==> src/rtl/alu_ctrl_seq.sv <==
// ---------------------------------------------------------------------------
// alu_ctrl_seq
//
// Decodes ALU control from {ALUOp, funct7, funct3} behind a valid/ready
// handshake. Non-MUL results are presented one cycle after acceptance.
// MUL results are presented MUL_LAT cycles after acceptance, modelling the
// latency of a multi-cycle multiplier.
//
// Handshake: a request transfers on a rising edge where valid_i & ready_o.
// A result transfers on a rising edge where valid_o & ready_i. While valid_o
// is high, ALUCtrl_o/err_o are held stable until the result is taken.
//
// Ports
//   clk_i      in   1   clock, rising edge
//   rst_i      in   1   asynchronous reset, active low
//   valid_i    in   1   upstream request offered
//   ready_o    out  1   request can be accepted this cycle
//   ALUOp_i    in   2   main-control op class
//   funct_i    in   10  {funct7[6:0], funct3[2:0]}
//   valid_o    out  1   ALUCtrl_o/err_o hold a decoded result
//   ready_i    in   1   downstream takes the result
//   ALUCtrl_o  out  3   AND 000, OR 001, ADD 010, MUL 011, SUB 110, SLT 111
//   err_o      out  1   result came from an undecodable request (op = ADD)
//   busy_o     out  1   MUL in progress
//   state_o    out  2   FSM state for observation: IDLE 0, MULW 1, HOLD 2
// ---------------------------------------------------------------------------
module alu_ctrl_seq #(
   parameter int MUL_LAT = 3
) (
   input  logic       clk_i,
   input  logic       rst_i,
   input  logic       valid_i,
   output logic       ready_o,
   input  logic [1:0] ALUOp_i,
   input  logic [9:0] funct_i,
   output logic       valid_o,
   input  logic       ready_i,
   output logic [2:0] ALUCtrl_o,
   output logic       err_o,
   output logic       busy_o,
   output logic [1:0] state_o
);

   localparam logic [2:0] OP_AND = 3'b000;
   localparam logic [2:0] OP_OR  = 3'b001;
   localparam logic [2:0] OP_ADD = 3'b010;
   localparam logic [2:0] OP_MUL = 3'b011;
   localparam logic [2:0] OP_SUB = 3'b110;
   localparam logic [2:0] OP_SLT = 3'b111;

   // MULW is entered after the accepting edge and left at the edge where the
   // counter reads zero, so loading MUL_LAT-2 gives MUL_LAT edges in total.
   localparam logic [3:0] CNT_LOAD = 4'(MUL_LAT - 2);

   typedef enum logic [1:0] {
      IDLE = 2'd0,
      MULW = 2'd1,
      HOLD = 2'd2
   } state_t;

   state_t     state, state_nxt;
   logic [3:0] cnt, cnt_nxt;
   logic [2:0] ctrl, ctrl_nxt;
   logic       err, err_nxt;

   logic [2:0] dec_ctrl;
   logic       dec_err;
   logic       accept;

   // ------------------------------------------------------------------
   // Combinational decode of the request currently on the inputs
   // ------------------------------------------------------------------
   always_comb begin
      dec_ctrl = OP_ADD;
      dec_err  = 1'b0;
      unique case (ALUOp_i)
         2'b00: dec_ctrl = OP_ADD;
         2'b01: dec_ctrl = OP_SUB;
         2'b10: begin
            case (funct_i)
               10'b0000000_000: dec_ctrl = OP_ADD;
               10'b0100000_000: dec_ctrl = OP_SUB;
               10'b0000000_111: dec_ctrl = OP_AND;
               10'b0000000_110: dec_ctrl = OP_OR;
               10'b0000000_010: dec_ctrl = OP_SLT;
               10'b0000001_000: dec_ctrl = OP_MUL;
               default: begin
                  dec_ctrl = OP_ADD;
                  dec_err  = 1'b1;
               end
            endcase
         end
         2'b11: begin
            // I-type: funct7 carries immediate bits, only funct3 matters
            case (funct_i[2:0])
               3'b000:  dec_ctrl = OP_ADD;
               3'b111:  dec_ctrl = OP_AND;
               3'b110:  dec_ctrl = OP_OR;
               3'b010:  dec_ctrl = OP_SLT;
               default: begin
                  dec_ctrl = OP_ADD;
                  dec_err  = 1'b1;
               end
            endcase
         end
         default: begin
            dec_ctrl = OP_ADD;
            dec_err  = 1'b1;
         end
      endcase
   end

   // ------------------------------------------------------------------
   // Handshake and status outputs
   // ------------------------------------------------------------------
   assign ready_o   = (state == IDLE) | ((state == HOLD) & ready_i);
   assign accept    = valid_i & ready_o;
   assign valid_o   = (state == HOLD);
   assign busy_o    = (state == MULW);
   assign ALUCtrl_o = ctrl;
   assign err_o     = err;
   assign state_o   = state;

   // ------------------------------------------------------------------
   // Next-state logic
   // ------------------------------------------------------------------
   always_comb begin
      state_nxt = state;
      cnt_nxt   = cnt;
      ctrl_nxt  = ctrl;
      err_nxt   = err;

      unique case (state)
         IDLE, HOLD: begin
            if (accept) begin
               ctrl_nxt = dec_ctrl;
               err_nxt  = dec_err;
               if (dec_ctrl == OP_MUL) begin
                  state_nxt = MULW;
                  cnt_nxt   = CNT_LOAD;
               end else begin
                  state_nxt = HOLD;
               end
            end else if ((state == HOLD) && ready_i) begin
               // result taken with nothing new offered
               state_nxt = IDLE;
            end
         end
         MULW: begin
            if (cnt == 4'd0) begin
               state_nxt = HOLD;
            end else begin
               cnt_nxt = cnt - 4'd1;
            end
         end
         default: begin
            state_nxt = IDLE;
            cnt_nxt   = 4'd0;
         end
      endcase
   end

   // ------------------------------------------------------------------
   // State registers
   // ------------------------------------------------------------------
   always_ff @(posedge clk_i or negedge rst_i) begin
      if (!rst_i) begin
         state <= IDLE;
         cnt   <= 4'd0;
         ctrl  <= OP_ADD;
         err   <= 1'b0;
      end else begin
         state <= state_nxt;
         cnt   <= cnt_nxt;
         ctrl  <= ctrl_nxt;
         err   <= err_nxt;
      end
   end

endmodule

==> config.mk <==
export PLATFORM = sky130hd
export DESIGN_NAME = alu_ctrl_seq
export DESIGN_NICKNAME = d
export VERILOG_FILES = /design/src/rtl/alu_ctrl_seq.sv
export SDC_FILE = /design/constraint.sdc
export NUM_CORES = 1
export LEC_CHECK = 0
export CELL_PAD_IN_SITES_DETAIL_PLACEMENT = 0
export CELL_PAD_IN_SITES_GLOBAL_PLACEMENT = 1
export CORE_MARGIN = 10
export CORE_UTILIZATION = 35
export CTS_BUF_LIST = sky130_fd_sc_hd__clkbuf_8
export DETAILED_ROUTE_END_ITERATION = 8
export PLACE_DENSITY = 0.89
export SLEW_MARGIN = 20
export SYNTH_ARGS = -nofsm -noshare
export SYNTH_HDL_FRONTEND = slang
export SYNTH_SLANG_ARGS = --single-unit
==> constraint.sdc <==
create_clock -name clk_i -period 1.95 [get_ports clk_i]
set_input_delay 0.4875 -clock clk_i [delete_from_list [all_inputs] [get_ports clk_i]]
set_output_delay 0.4875 -clock clk_i [all_outputs]
set_load 0.01 [all_outputs]
==> results.sh <==
export IMPL_avgSynthCellArea_um2=9.14
export IMPL_worst_path_max_fanout=2
export IMPL_fin_util=0.586
export IMPL_worstRegToRegCells=6
export IMPL_worstPathArrival_ps=2030
export IMPL_slowest_delay_ps=440
export IMPL_hold_path_class="flop to flop"
export IMPL_htreeDepth=1
export IMPL_rsz0062_at_grt="false"
export IMPL_async_flop_share=1.00
export IMPL_drive_gt1_frac=0.292
export IMPL_n_antenna_cell=0
export IMPL_nets=149
export IMPL_viasPerCell=5.09
export IMPL_slew_viol_final=0
export IMPL_finalPower_w=0.000656
export IMPL_intPower_w=0.000497
export IMPL_pwr_share_seq=0.353
export IMPL_post_place_ws_ps=-296
export IMPL_cp_cell_sequence="clkdlybuf4s50_1 -> nor4_4 -> buf_4 -> a31oi_1 -> or3b_1 -> mux2_2"
export IMPL_critical_path_class="input port to flop"
export IMPL_fmax_ghz=0.535
export IMPL_power_switching_w=0.000159
export IMPL_clk_latency_ps=230
export IMPL_hold_ws_ps=508
export IMPL_hold_depth=1
export IMPL_wire_per_inst_um=14.0
export IMPL_worst_slew_pin_transition_ps=458
export IMPL_route_detailed_drc=0
export IMPL_r2r_slack_ps=190
export IMPL_syn_to_final_growth_pct=61.8
export IMPL_core_mm2=0.00217
export IMPL_finalSetupTns_ps=0
export IMPL_grt_total_usage=0.0962
export IMPL_leakagePower_nw=0.617
export IMPL_fin_skew_ps=0.975
export IMPL_clk_pin_slew_ps=50
export IMPL_grt_pass1_vias=778
export IMPL_syn_nets=104
export IMPL_vias=804
export IMPL_maxSlewHeadroom=0.694
export IMPL_start_kind="input port"
export IMPL_clock_sinks=10
export IMPL_grt_pass1_wl_um=3430
export IMPL_period_needed_ps=1870
export IMPL_synth_flop_cell="dfrtp_1"
export IMPL_dpl_hpwl_um=1770
export IMPL_drt_pass1_iter_count=4
export IMPL_min_period_over_period=0.958
export IMPL_fp_dieH_um=67.4
export IMPL_cap_violations=0
export IMPL_reg2reg_from="cnt[0]"
export IMPL_die_w_um=67.4
export IMPL_fin_ws_ps=81.1
export IMPL_finalHoldViolCount=0
export IMPL_cp_data_required_time_ps=2110
export IMPL_cp_startpoint="funct_i[4]"
export IMPL_routed_wl_um=2210
export IMPL_cts_tree="done"
export IMPL_cts_root_buf="clkbuf_8"
export IMPL_crit_family="buffers and inverters"
export IMPL_clkPwrFrac=0.390
export IMPL_min_delay_start="err_o"
export IMPL_antenna_found_initial=0
export IMPL_outcome="complete, no violations"
export IMPL_synthTopCellsByArea="dfrtp_1 (29%), mux2_2 (5.7%), nor4_4 (5.4%), nand2_1 (5.3%), nor2b_1 (4.0%)"
export IMPL_hold_path_end="err_o"
export IMPL_finalSetupViolations=0
export IMPL_die_area_mm2=0.00454
export IMPL_synth_edff_count=0
export IMPL_r2r_end="cnt[1]"
export IMPL_powerDensity_mw_per_mm2=516
export IMPL_clock_path_buffers=2
export IMPL_place_congestion=0.874
export IMPL_max_vdd_ir_drop_v=0.000477
export IMPL_antenna_left=0
export IMPL_slowest_stage="clkdlybuf4s50_1"
export IMPL_core_rowCount=17
export IMPL_ys_seq_elements=10
export IMPL_syn_area_um2=786
export IMPL_ios=25
export IMPL_endpoint_kind="flop"
export IMPL_synth_yosys_seq_area_share=0.320
export IMPL_synth_cell_types=38
export IMPL_switching_share=0.242
export IMPL_cts_buffers=3
export IMPL_port_buffers=24
export IMPL_initial_core_util=0.362
export IMPL_grt_max_degree=11
export IMPL_cp_num_buf_inv=2
export IMPL_synth_top_area_frac=0.287
export IMPL_ys_warnings_count=0
export IMPL_p_comb_frac=0.257
export IMPL_grt_overflow=0
export IMPL_drtIter0Drc=12
export IMPL_synthCells=86
export IMPL_synth_top_area_cell="dfrtp_1"
-- cell usage after synthesis, types with 2 or more instances --
cell type and count:
nor3_1 2, nor2b_1 5, o32ai_1 2, nand2b_1 3, nand3_1 2, nor2_1 7, nor4_4 2, nor4_1 2
dfrtp_1 9, nor3b_1 2, o21ai_1 2, nand4b_1 2, inv_1 5, mux2_2 4, o21ai_0 3, nand2_1 11
ha_1 2
-- power by group through the flow --
stage / Clock [W] / Combinational (W) / Sequential, W
after global placement: 0 / 0.000169 / 0.000234
final: 0.000256 / 0.000169 / 0.000232
after global routing: 0.000279 / 0.000183 / 0.000233
after floorplan: 0 / 0.0000572 / 0.000238
after CTS: 0.000263 / 0.000170 / 0.000231
after detailed placement: 0 / 0.000170 / 0.000234
-- sequential cells by signal (all words and copies together) (netlist names) --
register	cells
state_o	2
cnt	4
ALUCtrl_o	3
err_o	1
-- worst register-to-register path: stages (launching register included) --
cell and delay, ps:
dfrtp_1 420, inv_1 120, ha_1 200, or3b_2 510
nor2_1 120, nor2_1 70, o32ai_2 240
-- stage by stage --
| step | std cells | instance area, µm² |
|---|---|---|
| 4_1_cts | 157 | 1230 |
| 3_3_place_gp | 153 | 1170 |
| 6_report | 158 | 1270 |
| 3_5_place_dp | 153 | 1170 |
| 2_1_floorplan | 86 | 786 |
| 5_1_grt | 158 | 1270 |
-- area by class of cell --
class	instances	area [µm²]
repair buffers	42	392
fillers	204	898
clock buffers	4	55.1
inverters	5	18.8
well taps	28	35.0
flip-flops and latches	10	253
multi-input cells	69	518
-- routing by layer --
layer	global-route usage	part of all wire	vias to the layer above
met1	0.115	0.42	373
li1	-	-	407
met5	0	0	-
met2	0.152	0.50	24
met4	0.0231	0	0
met3	0.0479	0.080	0
-- what timing repair did --
| item | CTS | global route |
|---|---|---|
| endpoints found under the setup margin | 6 | 11 |
| setup buffers | 0 | 1 |
| pin swaps | 1 | 7 |
| resized for setup | 4 | 14 |
| hold buffers | 0 | 0 |
-- worst max-delay path by stage --
stage	endpoint	cells past startpoint
finish	ALUCtrl_o[1]	6
global route	cnt[2]	6
CTS	err_o	6
detailed placement	cnt[1]	5
global placement	ready_o	4
floorplan	cnt[1]	5
-- layout by cell type, fill, tap and decap left out, drive strengths merged, types with 3 or more instances in the layout --
cell type / count
nor2b: 5
nor4: 4
dlymetal6s2s: 9
clkbuf: 5
inv: 5
clkdlybuf4s50: 13
nand2: 11
dfrtp: 9
nor2: 7
o21ai: 5
mux2: 4
nand2b: 3
buf: 18
-- kinds of logic after synthesis --
kind of cell	share of synthesized area
AO/OA/AOI/OAI	0.177
buffers and inverters	0.0446
flip-flops	0.320
XOR/XNOR	0.0223
AND/OR/NAND/NOR	0.347
multiplexers	0.0573
adder cells (fa/ha/maj)	0.0318
No activity file was read; power rests on OpenSTA's default activity.
